--- src/rtl/acia_rx_buf_if.sv ---
// Host-side bundle of the buffered serial receiver: serial line in, FIFO head and status out.
interface acia_rx_buf_if #(parameter int FIFO_DEPTH = 4);
  localparam int CW = $clog2(FIFO_DEPTH + 1);

  logic          rx_serial_i;
  logic          rx_rd_i;
  logic          clr_i;
  logic [7:0]    rx_dat_o;
  logic          rx_valid_o;
  logic          rx_ferr_o;
  logic          rx_perr_o;
  logic          rx_overrun_o;
  logic          rx_break_o;
  logic [CW-1:0] rx_count_o;

  modport master (
    output rx_serial_i, rx_rd_i, clr_i,
    input  rx_dat_o, rx_valid_o, rx_ferr_o, rx_perr_o, rx_overrun_o, rx_break_o, rx_count_o
  );
  modport slave (
    input  rx_serial_i, rx_rd_i, clr_i,
    output rx_dat_o, rx_valid_o, rx_ferr_o, rx_perr_o, rx_overrun_o, rx_break_o, rx_count_o
  );
endinterface

--- src/rtl/acia_rx_buf.sv ---
// Asynchronous serial receiver: synchroniser/filter, framing FSM and a first-word
// fall-through receive FIFO holding {ferr, perr, data} per frame.
module acia_rx_buf #(
  parameter int CLK_HZ     = 25_125_000,
  parameter int BPS_RATE   = 115_200,
  parameter int DATA_BITS  = 8,
  parameter int PARITY     = 0,
  parameter int FIFO_DEPTH = 4
) (
  input  logic         clk,
  input  logic         rst_ni,
  acia_rx_buf_if.slave bus
);
  localparam int BPS_COUNT = CLK_HZ / BPS_RATE;
  localparam int TW = $clog2(BPS_COUNT + 1);
  localparam int PW = $clog2(FIFO_DEPTH);
  localparam int CW = $clog2(FIFO_DEPTH + 1);
  localparam int EW = DATA_BITS + 2;
  localparam logic [TW-1:0] T_HALF = TW'(BPS_COUNT / 2 - 1);
  localparam logic [TW-1:0] T_FULL = TW'(BPS_COUNT - 1);

  typedef enum logic [2:0] {IDLE, START, DATA, PAR, STOP, WAITHI} state_t;

  // sync[0] is the newest sample; line only moves once the two oldest agree
  logic [2:0] sync;
  logic       line;

  always_ff @(posedge clk or negedge rst_ni) begin
    if (!rst_ni) begin
      sync <= 3'b111;
      line <= 1'b1;
    end else begin
      sync <= {sync[1:0], bus.rx_serial_i};
      if (sync[2] == sync[1] && sync[2] != line) line <= sync[2];
    end
  end

  state_t               state, state_nxt;
  logic [TW-1:0]        tmr, tmr_nxt;
  logic [3:0]           bitn, bitn_nxt;
  logic [DATA_BITS-1:0] shr, shr_nxt;
  logic                 par_bit, par_nxt;
  logic                 push_q, push_nxt;
  logic                 brk_q, brk_nxt;
  logic [EW-1:0]        ent_q, ent_nxt;
  logic                 expire, perr_c;

  assign expire = (tmr == '0);
  assign perr_c = (PARITY == 1) ? ~(^{shr, par_bit}) :
                  (PARITY == 2) ?  (^{shr, par_bit}) : 1'b0;

  always_ff @(posedge clk or negedge rst_ni) begin
    if (!rst_ni) begin
      state   <= IDLE;
      tmr     <= '0;
      bitn    <= '0;
      shr     <= '0;
      par_bit <= 1'b0;
      push_q  <= 1'b0;
      brk_q   <= 1'b0;
      ent_q   <= '0;
    end else begin
      state   <= state_nxt;
      tmr     <= tmr_nxt;
      bitn    <= bitn_nxt;
      shr     <= shr_nxt;
      par_bit <= par_nxt;
      push_q  <= push_nxt;
      brk_q   <= brk_nxt;
      ent_q   <= ent_nxt;
    end
  end

  always_comb begin
    state_nxt = state;
    tmr_nxt   = tmr;
    bitn_nxt  = bitn;
    shr_nxt   = shr;
    par_nxt   = par_bit;
    push_nxt  = 1'b0;
    brk_nxt   = 1'b0;
    ent_nxt   = ent_q;
    case (state)
      IDLE: if (!line) begin
        state_nxt = START;
        tmr_nxt   = T_HALF;
      end
      START: if (!expire) tmr_nxt = tmr - 1'b1;
        else if (line) state_nxt = IDLE;
        else begin
          state_nxt = DATA;
          tmr_nxt   = T_FULL;
          bitn_nxt  = '0;
        end
      DATA: if (!expire) tmr_nxt = tmr - 1'b1;
        else begin
          shr_nxt  = {line, shr[DATA_BITS-1:1]};
          tmr_nxt  = T_FULL;
          bitn_nxt = bitn + 1'b1;
          if (bitn == 4'(DATA_BITS - 1)) state_nxt = (PARITY != 0) ? PAR : STOP;
        end
      PAR: if (!expire) tmr_nxt = tmr - 1'b1;
        else begin
          par_nxt   = line;
          tmr_nxt   = T_FULL;
          state_nxt = STOP;
        end
      STOP: if (!expire) tmr_nxt = tmr - 1'b1;
        else begin
          // error frames are still buffered; the flags travel with the data
          tmr_nxt   = T_FULL;
          push_nxt  = 1'b1;
          ent_nxt   = {~line, perr_c, shr};
          brk_nxt   = ~line && (shr == '0) && (PARITY == 0 || !par_bit);
          state_nxt = line ? IDLE : WAITHI;
        end
      WAITHI: if (line) state_nxt = IDLE;
      default: state_nxt = IDLE;
    endcase
  end

  logic [EW-1:0] mem [FIFO_DEPTH];
  logic [PW-1:0] wp, rp;
  logic [CW-1:0] cnt;
  logic          ovr, full, pop, wr, ovf;

  assign full = (cnt == CW'(FIFO_DEPTH));
  assign pop  = bus.rx_rd_i && (cnt != '0);
  // a pop in the same cycle frees the slot, so a full FIFO still accepts the push
  assign wr   = push_q && (!full || pop);
  assign ovf  = push_q && full && !pop;

  always_ff @(posedge clk) begin
    if (wr) mem[wp] <= ent_q;
  end

  always_ff @(posedge clk or negedge rst_ni) begin
    if (!rst_ni) begin
      wp  <= '0;
      rp  <= '0;
      cnt <= '0;
      ovr <= 1'b0;
    end else begin
      if (wr)  wp <= wp + 1'b1;
      if (pop) rp <= rp + 1'b1;
      cnt <= cnt + CW'(wr) - CW'(pop);
      if (ovf)            ovr <= 1'b1;
      else if (bus.clr_i) ovr <= 1'b0;
    end
  end

  logic [EW-1:0] head;
  assign head = (cnt != '0) ? mem[rp] : '0;

  assign bus.rx_dat_o     = 8'(head[DATA_BITS-1:0]);
  assign bus.rx_ferr_o    = head[EW-1];
  assign bus.rx_perr_o    = head[EW-2];
  assign bus.rx_valid_o   = (cnt != '0);
  assign bus.rx_count_o   = cnt;
  assign bus.rx_overrun_o = ovr;
  assign bus.rx_break_o   = brk_q;
endmodule

--- src/flat_wrapper.sv ---
// flat-port wrapper written by rule: the top's interface ports become plain ports
module acia_rx_buf_flat 
#(
  parameter int CLK_HZ     = 25_125_000,
  parameter int BPS_RATE   = 115_200,
  parameter int DATA_BITS  = 8,
  parameter int PARITY     = 0,
  parameter int FIFO_DEPTH = 4
)
  (clk, rst_ni, bus_rx_serial_i, bus_rx_rd_i, bus_clr_i, bus_rx_dat_o, bus_rx_valid_o, bus_rx_ferr_o, bus_rx_perr_o, bus_rx_overrun_o, bus_rx_break_o, bus_rx_count_o);
  acia_rx_buf_if #(.FIFO_DEPTH(FIFO_DEPTH)) bus_i ();
  input  logic clk;
  input  logic rst_ni;
  input wire logic [$bits(bus_i.rx_serial_i)-1:0] bus_rx_serial_i;
  input wire logic [$bits(bus_i.rx_rd_i)-1:0] bus_rx_rd_i;
  input wire logic [$bits(bus_i.clr_i)-1:0] bus_clr_i;
  output wire logic [$bits(bus_i.rx_dat_o)-1:0] bus_rx_dat_o;
  output wire logic [$bits(bus_i.rx_valid_o)-1:0] bus_rx_valid_o;
  output wire logic [$bits(bus_i.rx_ferr_o)-1:0] bus_rx_ferr_o;
  output wire logic [$bits(bus_i.rx_perr_o)-1:0] bus_rx_perr_o;
  output wire logic [$bits(bus_i.rx_overrun_o)-1:0] bus_rx_overrun_o;
  output wire logic [$bits(bus_i.rx_break_o)-1:0] bus_rx_break_o;
  output wire logic [$bits(bus_i.rx_count_o)-1:0] bus_rx_count_o;
  assign bus_i.rx_serial_i = bus_rx_serial_i;
  assign bus_i.rx_rd_i = bus_rx_rd_i;
  assign bus_i.clr_i = bus_clr_i;
  assign bus_rx_dat_o = bus_i.rx_dat_o;
  assign bus_rx_valid_o = bus_i.rx_valid_o;
  assign bus_rx_ferr_o = bus_i.rx_ferr_o;
  assign bus_rx_perr_o = bus_i.rx_perr_o;
  assign bus_rx_overrun_o = bus_i.rx_overrun_o;
  assign bus_rx_break_o = bus_i.rx_break_o;
  assign bus_rx_count_o = bus_i.rx_count_o;
  acia_rx_buf #(.CLK_HZ(CLK_HZ), .BPS_RATE(BPS_RATE), .DATA_BITS(DATA_BITS), .PARITY(PARITY), .FIFO_DEPTH(FIFO_DEPTH)) u_core (.clk(clk), .rst_ni(rst_ni), .bus(bus_i));
endmodule
--- config.mk ---
export PLATFORM = sky130hd
export DESIGN_NAME = acia_rx_buf_flat
export DESIGN_NICKNAME = d
export VERILOG_FILES = /design/src/rtl/acia_rx_buf_if.sv /design/src/rtl/acia_rx_buf.sv /design/src/flat_wrapper.sv
export SDC_FILE = /design/constraint.sdc
export NUM_CORES = 1
export LEC_CHECK = 0
export BUFFER_PORTS_ARGS = -buffer_cell sky130_fd_sc_hd__buf_2
export CORE_MARGIN = 2
export CORE_UTILIZATION = 40
export CTS_CLUSTER_SIZE = 10
export DETAILED_ROUTE_END_ITERATION = 10
export SLEW_MARGIN = 25
export SYNTH_ARGS = -nofsm -noshare
export SYNTH_HDL_FRONTEND = slang
export SYNTH_SLANG_ARGS = --single-unit
--- constraint.sdc ---
create_clock -name clk -period 2.8 [get_ports clk]
set_input_delay 0.28 -clock clk [delete_from_list [all_inputs] [get_ports clk]]
set_output_delay 0.28 -clock clk [all_outputs]
set_load 0.05 [all_outputs]
==> flow_summary.toml, run 1 <==
[die]
io_pins = 21
die_h_um = 99.8
die_w_um = 99.8
row_count = 34
initial_utilization = 0.416
die_area_um2 = 9950
core_region_area_um2 = 8810

[worst_setup_path]
rrSetupSlack_ns = 0.48
ff2ff_path_depth = 8
worstReg2RegEnd = "u_core.bus.rx_count_o[2]"
cp.required_ns = 2.52
cp_data_arrival_time_ns = 2.12
crit_fanout = 11
crit_type = "reg2out"
cp-start-kind = "flip-flop"
critical_path.reg2reg.startpoint = "u_core.bus.rx_count_o[1]"
cp-end-kind = "output pin"

[place]
place_congestion = 0.773
place.port_buffers = 19
place_ws_ns = 0.451
place_hpwl_um = 4040

[timing]
tightest_slew_ns = 0.667
post-route-min-period_ns = 2.40
slew_headroom = 0.551
finalSetupViolations = 0
timing.final.max_slew_violations = 0
fmax_mhz = 417
period_share = 0.856
tns_ns = 0
final_hold_viol_count = 0
worst_slack_ns = 0.403
rsz0062_at_grt = "no"
holdWs_ns = 0.122
finClkSkew_ns = 0.0166

[logic_synthesis]
postSynthCellCount = 250
ys_ff_latch = 82
synthFlopType = "dfrtp_1"
synth_fp_nets = 265
async_reset_ff_frac = 0.561
yosysMostFrequentCell = "dfrtp_1"
ys_seq_area_frac = 0.610
synth_cell_types = 59
yosys_warnings = 0
synth-edff-count = 36
ys_top_cells_by_count = "dfrtp_1, edfxtp_1, and2_1"
yosys-top-cells-area = "edfxtp_1, dfrtp_1, mux4_2"
synth_area_um2 = 3670
syn_avg_cell_area_um2 = 14.7
synth_top_area_frac = 0.295
synth_area_leader_cell = "edfxtp_1"

[clock_tree]
cts_tree = "built"
cts.sinks = 82
clockBufferDepth = 2
h-tree-depth = 3
cts-resized-gates = 0
clk_latency_ns = 0.36
numCtsBuffers = 9
cts_hold_buf = 2
clock-root-buffer = "clkbuf_8"
cts_setup_buffers = 0
clk_pin_slew_ns = 0.09

[route]
via_per_inst = 5.23
antenna_left = 0
totalWireLength_um = 6030
dr_total_vias = 2028
drtIter0Drc = 67
wl_per_cell_um = 15.5
route.detailed.drc = 0
dr.pass1.iters = 4

[final_layout]
nNetsFinal = 290
utilization = 0.463
syn_to_final_growth_pct = 11.2
n_fill_cell = 795
antenna_cells = 0
layout-drive-gt1-share = 0.289

[power_and_ir_drop]
irDropWorstVdd_uv = 293
p_per_area_nw_per_um2 = 624
p_leak_nw = 1.84
power_mw = 2.54

[grt]
grt_max_degree = 26
grt_pass1_vias = 2061
grt_usage = 0.134
grt_pass1_wl_um = 10300
antenna_found_initial = 0
grt-ovfl-total = 0

[worst_hold_path]
hold_path_class = "in2reg"
min_path_cells = 2
hold_end = "u_core.bus.rx_overrun_o"
worstHoldStart = "bus_clr_i"

[job]
max-cap-violations = 0

[outcome]
outcome = "finished, final reports clean"
[power by group]
group | switching [mW] | internal (mW) | total, mW
clock | 0.469 | 0.339 | 0.809
sequential | 0.108 | 1.29 | 1.40
combinational | 0.194 | 0.140 | 0.334
[cells in the final DEF (no fill, tap or decap), drive strengths merged, types with 4 or more instances in the layout]
cell type and instances:
inv 19, dfrtp 42, a21oi 4, nor2b 4, edfxtp 36, nand2 10, mux4 9, buf 20
dfstp 4, clkbuf 9, mux2 18, and2 15, xnor2 4, a31oi 4, ha 9, o21ai 13
nor2 10
[through the flow]
stage | instances | area (µm²)
floorplan | 250 | 3670
global placement | 369 | 3850
detailed placement | 370 | 3870
CTS | 388 | 4080
global route | 388 | 4080
finish | 388 | 4080
[how the worst max path moves through the flow]
stage / from / endpoint / slack [ns] / cells after the start
finish: u_core.rp[0] / bus_rx_dat_o[4] / 0.40 / 3
global route: u_core.rp[0] / bus_rx_dat_o[4] / 0.24 / 3
CTS: u_core.rp[0] / bus_rx_dat_o[4] / 0.34 / 3
detailed placement: u_core.bus.rx_count_o[1] / u_core.bus.rx_count_o[2] / 0.45 / 8
global placement: u_core.bus.rx_count_o[1] / u_core.bus.rx_count_o[2] / 0.50 / 8
floorplan: u_core.bus.rx_count_o[1] / u_core.bus.rx_count_o[2] / 0.50 / 8
[state kept, by name, summed over array words and instances (netlist names)]
register,count
u_core.tmr,8
u_core.bus.rx_break_o,1
u_core.ent_q,9
u_core.bitn,4
u_core.shr,8
u_core.sync,3
u_core.state,3
u_core.mem,36
u_core.bus.rx_count_o,3
u_core.bus.rx_overrun_o,1
u_core.wp,2
u_core.push_q,1
u_core.line,1
u_core.rp,2
[per-layer routing]
layer | GRT usage | wire (µm) | up-vias
li1 | - | - | 969
met1 | 0.169 | 2830 | 1021
met2 | 0.218 | 2950 | 32
met3 | 0.0450 | 194 | 6
met4 | 0.0443 | 46 | 0
met5 | 0 | 0 | -
[critical path, cell delays in order, from the launching register on]
cell and delay [ns]:
dfrtp_1 0.78, mux4_2 0.60, and2_1 0.17, buf_2 0.20
[cell families (layout without fill, tap and decap cells)]
group,count (synthesis),after routing,synth area share
flops,82,82,0.610
fa+ha+maj,11,11,0.0389
simple gates,61,61,0.112
xor+xnor,5,5,0.0119
other cells,1,1,0.00102
mux,30,30,0.130
buf+inv,22,52,0.0263
compound gates,38,38,0.0703
[final cells by class]
type / count / area [µm²] / share of cell area
flip-flops and latches: 82 / 2240 / 0.549
multi-input cells: 146 / 1330 / 0.327
repair buffers: 22 / 135 / 0.0331
well taps: 108 / 135 / 0.0331
clock buffers: 9 / 124 / 0.0304
clock inverters: 7 / 58.8 / 0.0144
inverters: 14 / 52.6 / 0.0129
Note: power is estimated with default switching activity, not from simulation.
==> inputs of run 2 (changes only) <==
Settings changed: GPL_TIMING_DRIVEN from default to 0.
Clock period 2.8 ns to 3 ns, I/O delays scaled along.
==> run 2 against run 1 <==
Clock power decreased by 2%. Critical path depth increased by 1. Routed wire length is 1.4% higher. Combinational power is 18% higher. First-iteration DRC count did not move. Critical path type unchanged. Critical endpoint is now bus_rx_dat_o[3]. Highest routed layer unchanged.
==> flow_summary.toml, run 2 (synthesis results as in run 1) <==
[final_layout]
syn_to_final_growth_pct = 12.8
regMostFlops = "u_core.mem"
largest_registers = "u_core.mem (36), u_core.ent_q (9)"
antenna_cells = 0
nNetsFinal = 297
largest_reg_flops = 36
n_fill_cell = 783
final_area_um2 = 4140
utilization = 0.470
layout-drive-gt1-share = 0.293
layout_commonest_cell = "dfrtp_1"
final_cell_mix = "dfrtp_1, edfxtp_1, buf_2"

[worst_hold_path]
hold_path_class = "in2reg"

[route]
drtIter0Drc = 67
via_per_inst = 5.08
route.detailed.drc = 0
dr.pass1.iters = 4
wl_per_cell_um = 15.5
dr_total_vias = 2006
totalWireLength_um = 6110
antenna_left = 0

[clock_tree]
clk_latency_ns = 0.35
h-tree-depth = 3
clk_pin_slew_ns = 0.09
clock-root-buffer = "clkbuf_8"
cts_hold_buf = 1
cts_tree = "built"
cts.sinks = 82
cts_setup_buffers = 0
clockBufferDepth = 2
cts-resized-gates = 0
numCtsBuffers = 9

[worst_setup_path]
crit_fanout = 10
cp_data_arrival_time_ns = 1.98
cp-start-kind = "flip-flop"
cp.required_ns = 2.70
path_cells = "buf_2, mux4_2, and2_1, buf_2"
slowest_delay_ns = 0.55
crit_type = "reg2out"
crit_slowest_cell = "mux4_2"
cp-end-kind = "output pin"
crit_top_cell = "buf_2"

[timing]
rsz0062_at_grt = "no"
slew_headroom = 0.519
holdWs_ns = 0.0439
fmax_mhz = 439
tightest_slew_ns = 0.715
period_share = 0.759
finalSetupViolations = 0
post-route-min-period_ns = 2.28
final_hold_viol_count = 0
timing.final.max_slew_violations = 0
tns_ns = 0
finClkSkew_ns = 0.00972

[power_and_ir_drop]
irDropWorstVdd_uv = 235
switching_share = 0.285
p_leak_nw = 1.87
combPwrFrac = 0.162
share_seq_of_total_power = 0.511
p_clk_frac = 0.327
p_int_mw = 1.74
p_per_area_nw_per_um2 = 589
p_sw_uw = 694

[place]
place_congestion = 0.801
place.port_buffers = 19
place_area_um2 = 3930
place_hpwl_um = 4110

[grt]
antenna_found_initial = 0
grt-ovfl-total = 0
grt_pass1_vias = 2015
grt_usage = 0.136
grt_max_degree = 27
grt_pass1_wl_um = 10300

[outcome]
outcome = "finished, final reports clean"

[job]
max-cap-violations = 0

[die]
die_w_um = 99.8
die_area_um2 = 9950
row_count = 34
core_region_area_um2 = 8810
io_pins = 21
die_h_um = 99.8
initial_utilization = 0.416
==> run 2: cell types whose count changed in the layout (fill, tap and decap cells not counted), moves of 2 or more <==
cell and delta:
buf_2 +2, clkbuf_1 +4, inv_6 -2, clkinv_4 +2
==> run 2: per-stage QoR <==
| step | instances | setup WS, ns | total power, mW |
|---|---|---|---|
| 2_1_floorplan | 250 | 0.697 | 1.57 |
| 3_3_place_gp | 377 | 0.866 | 1.66 |
| 3_5_place_dp | 378 | 0.840 | 1.67 |
| 4_1_cts | 395 | 0.670 | 2.48 |
| 5_1_grt | 395 | 0.548 | 2.57 |
| 6_report | 395 | 0.724 | 2.43 |
==> run 2: final timing paths <==
kind | from | slack [ns] | depth (start not counted) | to
min in group asynchronous | rst_ni | 0.50 | 2 | u_core.bitn[3]
worst min register to register | u_core.sync[0] | 0.36 | 0 | u_core.sync[1]
max in group asynchronous | rst_ni | 1.89 | 3 | u_core.line
worst max register to register | u_core.bus.rx_count_o[1] | 0.84 | 8 | u_core.bus.rx_count_o[1]
worst min-delay path | bus_rx_serial_i | 0.04 | 1 | u_core.sync[0]
worst max-delay path | u_core.rp[0] | 0.72 | 4 | bus_rx_dat_o[3]
==> run 2: cell type report <==
cell class	count	area, µm²	share of cell area
Clock buffer	9	124	0.0300
Buffer	8	43.8	0.0106
Timing Repair Buffer	21	133	0.0321
Clock inverter	7	76.3	0.0185
Multi-Input combinational cell	146	1330	0.323
Inverter	14	52.6	0.0127
Tap cell	108	135	0.0327
Sequential cell	82	2240	0.541
==> run 2: worst max-delay path, delay by kind of cell, from the launching register on <==
| kind | cells | cell delay, ns |
|---|---|---|
| mux | 1 | 0.55 |
| buf+inv | 2 | 0.53 |
| flops | 1 | 0.37 |
| simple gates | 1 | 0.16 |
==> run 2: routing by layer <==
layer / wire [µm] / GRT usage / vias up
li1: - / - / 982
met1: 2760 / 0.173 / 980
met2: 3060 / 0.222 / 35
met3: 210 / 0.0408 / 9
met4: 86 / 0.0443 / 0
met5: 0 / 0 / -
==> run 2: power groups by stage <==
stage	clock, mW	combinational (mW)	sequential (mW)
final	0.796	0.394	1.24
after global routing	0.877	0.435	1.26
after CTS	0.833	0.406	1.25
after detailed placement	0	0.404	1.27
after global placement	0	0.389	1.27
after floorplan	0	0.231	1.34
==> inputs of run 3 (changes only) <==
Clock period 3 ns to 1.9 ns, I/O delays scaled along.
==> run 3 against run 2 <==
First-iteration DRC count is 16% lower. Register-to-register slack worse by 0.94 ns. Highest routed layer unchanged. Combinational power is 110% higher. The run now ends with negative setup slack left. Critical endpoint is now u_core.bus.rx_count_o[1].
==> flow_summary.toml, run 3 (synthesis results as in run 1) <==
[outcome]
outcome = "complete, but fails checks"
violations = "negative setup slack"

[die]
initial_utilization = 0.416
die_w_um = 99.8
core_region_area_um2 = 8810
die_area_um2 = 9950
io_pins = 21
die_h_um = 99.8
row_count = 34

[job]
max-cap-violations = 0

[grt]
grt_usage = 0.135
grt_pass1_wl_um = 10200
grt_max_degree = 47
antenna_found_initial = 0
grt-ovfl-total = 0
grt_pass1_vias = 2092

[worst_setup_path]
cp.required_ns = 2.15
crit_fanout = 3
path_cells = "or3_4, and2_4, ha_4, inv_4, ha_4, inv_2, fa_2, inv_1"
cp-start-kind = "flip-flop"
worst-path-buf-inv = 3
cp_top_family = "adder cells"
crit_type = "reg2reg"
crit_top_cell = "ha_4"
cp_data_arrival_time_ns = 2.25
slowest_delay_ns = 0.50
crit_slowest_cell = "fa_2"
cp-end-kind = "flip-flop"

[clock_tree]
clockBufferDepth = 2
cts_tree = "built"
cts.sinks = 82
clk_pin_slew_ns = 0.09
clock-root-buffer = "clkbuf_8"
clk_latency_ns = 0.35
numCtsBuffers = 9
h-tree-depth = 3

[route]
route.detailed.drc = 0
dr_total_vias = 2090
topRoutingLayerUsed = "met4"
drt-met1-wl_um = 2740
totalWireLength_um = 6100
via_per_inst = 5.10
wl_met3_um = 180
wl_met2_um = 3080
wl_per_cell_um = 14.9
drtIter0Drc = 56
dr.pass1.iters = 4
antenna_left = 0

[timing]
tns_ns = -0.524
fmax_mhz = 500
period_share = 1.05
post-route-min-period_ns = 2.00
slew_headroom = 0.502
tightest_slew_ns = 0.740
finalSetupViolations = 8
timing.final.max_slew_violations = 0
final_hold_viol_count = 0
worst_slack_ns = -0.0986
rsz0062_at_grt = "yes"
finClkSkew_ns = 0.00915

[power_and_ir_drop]
irDropWorstVdd_uv = 500
p_per_area_nw_per_um2 = 895
power_mw = 3.95
p_leak_nw = 1.97

[place]
place_hpwl_um = 3920
place.port_buffers = 19
place_area_um2 = 3930
place_congestion = 0.815

[final_layout]
antenna_cells = 0
layout_commonest_cell = "dfrtp_1"
syn_to_final_growth_pct = 20.3
regMostFlops = "u_core.mem"
layout-drive-gt1-share = 0.424
nNetsFinal = 312
final_cell_mix = "dfrtp_1, edfxtp_1, buf_4"
largest_registers = "u_core.mem (36), u_core.ent_q (9)"
final_area_um2 = 4410
largest_reg_flops = 36

[worst_hold_path]
hold_path_class = "in2reg"
==> run 3: cell count changes in the layout (fill, tap and decap cells not counted), sizes merged <==
cell         delta
buf            +16
bufinv          -1
clkbuf          -1
clkinv          -3
clkinvlp        +2
dlygate4sd3     +1
inv             +1
==> run 3: final timing paths <==
check / start / endpoint / slack (ns) / cells past startpoint
hold / removal: bus_clr_i / u_core.bus.rx_overrun_o / 0.03 / 2
min in group asynchronous: rst_ni / u_core.tmr[0] / 0.38 / 2
max in group asynchronous: rst_ni / u_core.bus.rx_count_o[0] / 1.09 / 2
hold reg to reg: u_core.sync[0] / u_core.sync[1] / 0.36 / 0
setup / recovery: u_core.bus.rx_count_o[0] / u_core.bus.rx_count_o[1] / -0.1 / 8
setup reg to reg: u_core.bus.rx_count_o[0] / u_core.bus.rx_count_o[1] / -0.1 / 8
==> run 3: final cells by class <==
cell class	count	area, µm²
repair buffers	37	317
well taps	108	135
flip-flops and latches	82	2240
fillers	743	4400
inverters	14	55.1
multi-input cells	146	1430
plain buffers	7	56.3
clock buffers	10	128
clock inverters	6	48.8
==> run 3: routing by layer <==
metal,up-vias,track usage
met4,0,0.0537
met2,33,0.230
met3,7,0.0344
met5,-,0
met1,1030,0.163
li1,1020,-
==> run 3: timing repair <==
action                                 4_1_cts  5_1_grt
buffers inserted                            14        3
endpoints found under the hold margin       43        0
pin swaps                                    1        3
gates resized for setup                     43       14
cloned                                       1        0
setup endpoints to repair                   62       29
hold buffers                                 2        0
==> run 3: worst reg2reg max path: stages, from the launching register on <==
cell     delay (ns)
dfrtp_2        0.42
or3_4          0.39
and2_4         0.16
ha_4           0.21
inv_4          0.05
ha_4           0.11
inv_2          0.03
fa_2           0.50
inv_1          0.03
==> run 3: power by group <==
| group | internal [mW] | switching (mW) | total, mW |
|---|---|---|---|
| Clock | 0.488 | 0.641 | 1.13 |
| Combinational | 0.384 | 0.425 | 0.809 |
| Sequential | 1.92 | 0.0936 | 2.01 |
==> run 3: stage by stage <==
stage	setup WS, ns	util	hold slack (ns)	cells
CTS	-0.102	0.497	0.0268	409
finish	-0.0986	0.501	0.0315	410
detailed placement	-0.174	0.447	0.238	377
global placement	-0.140	0.446	0.295	377
floorplan	-0.217	-	-0.106	250
global route	-0.162	0.501	0.0319	410
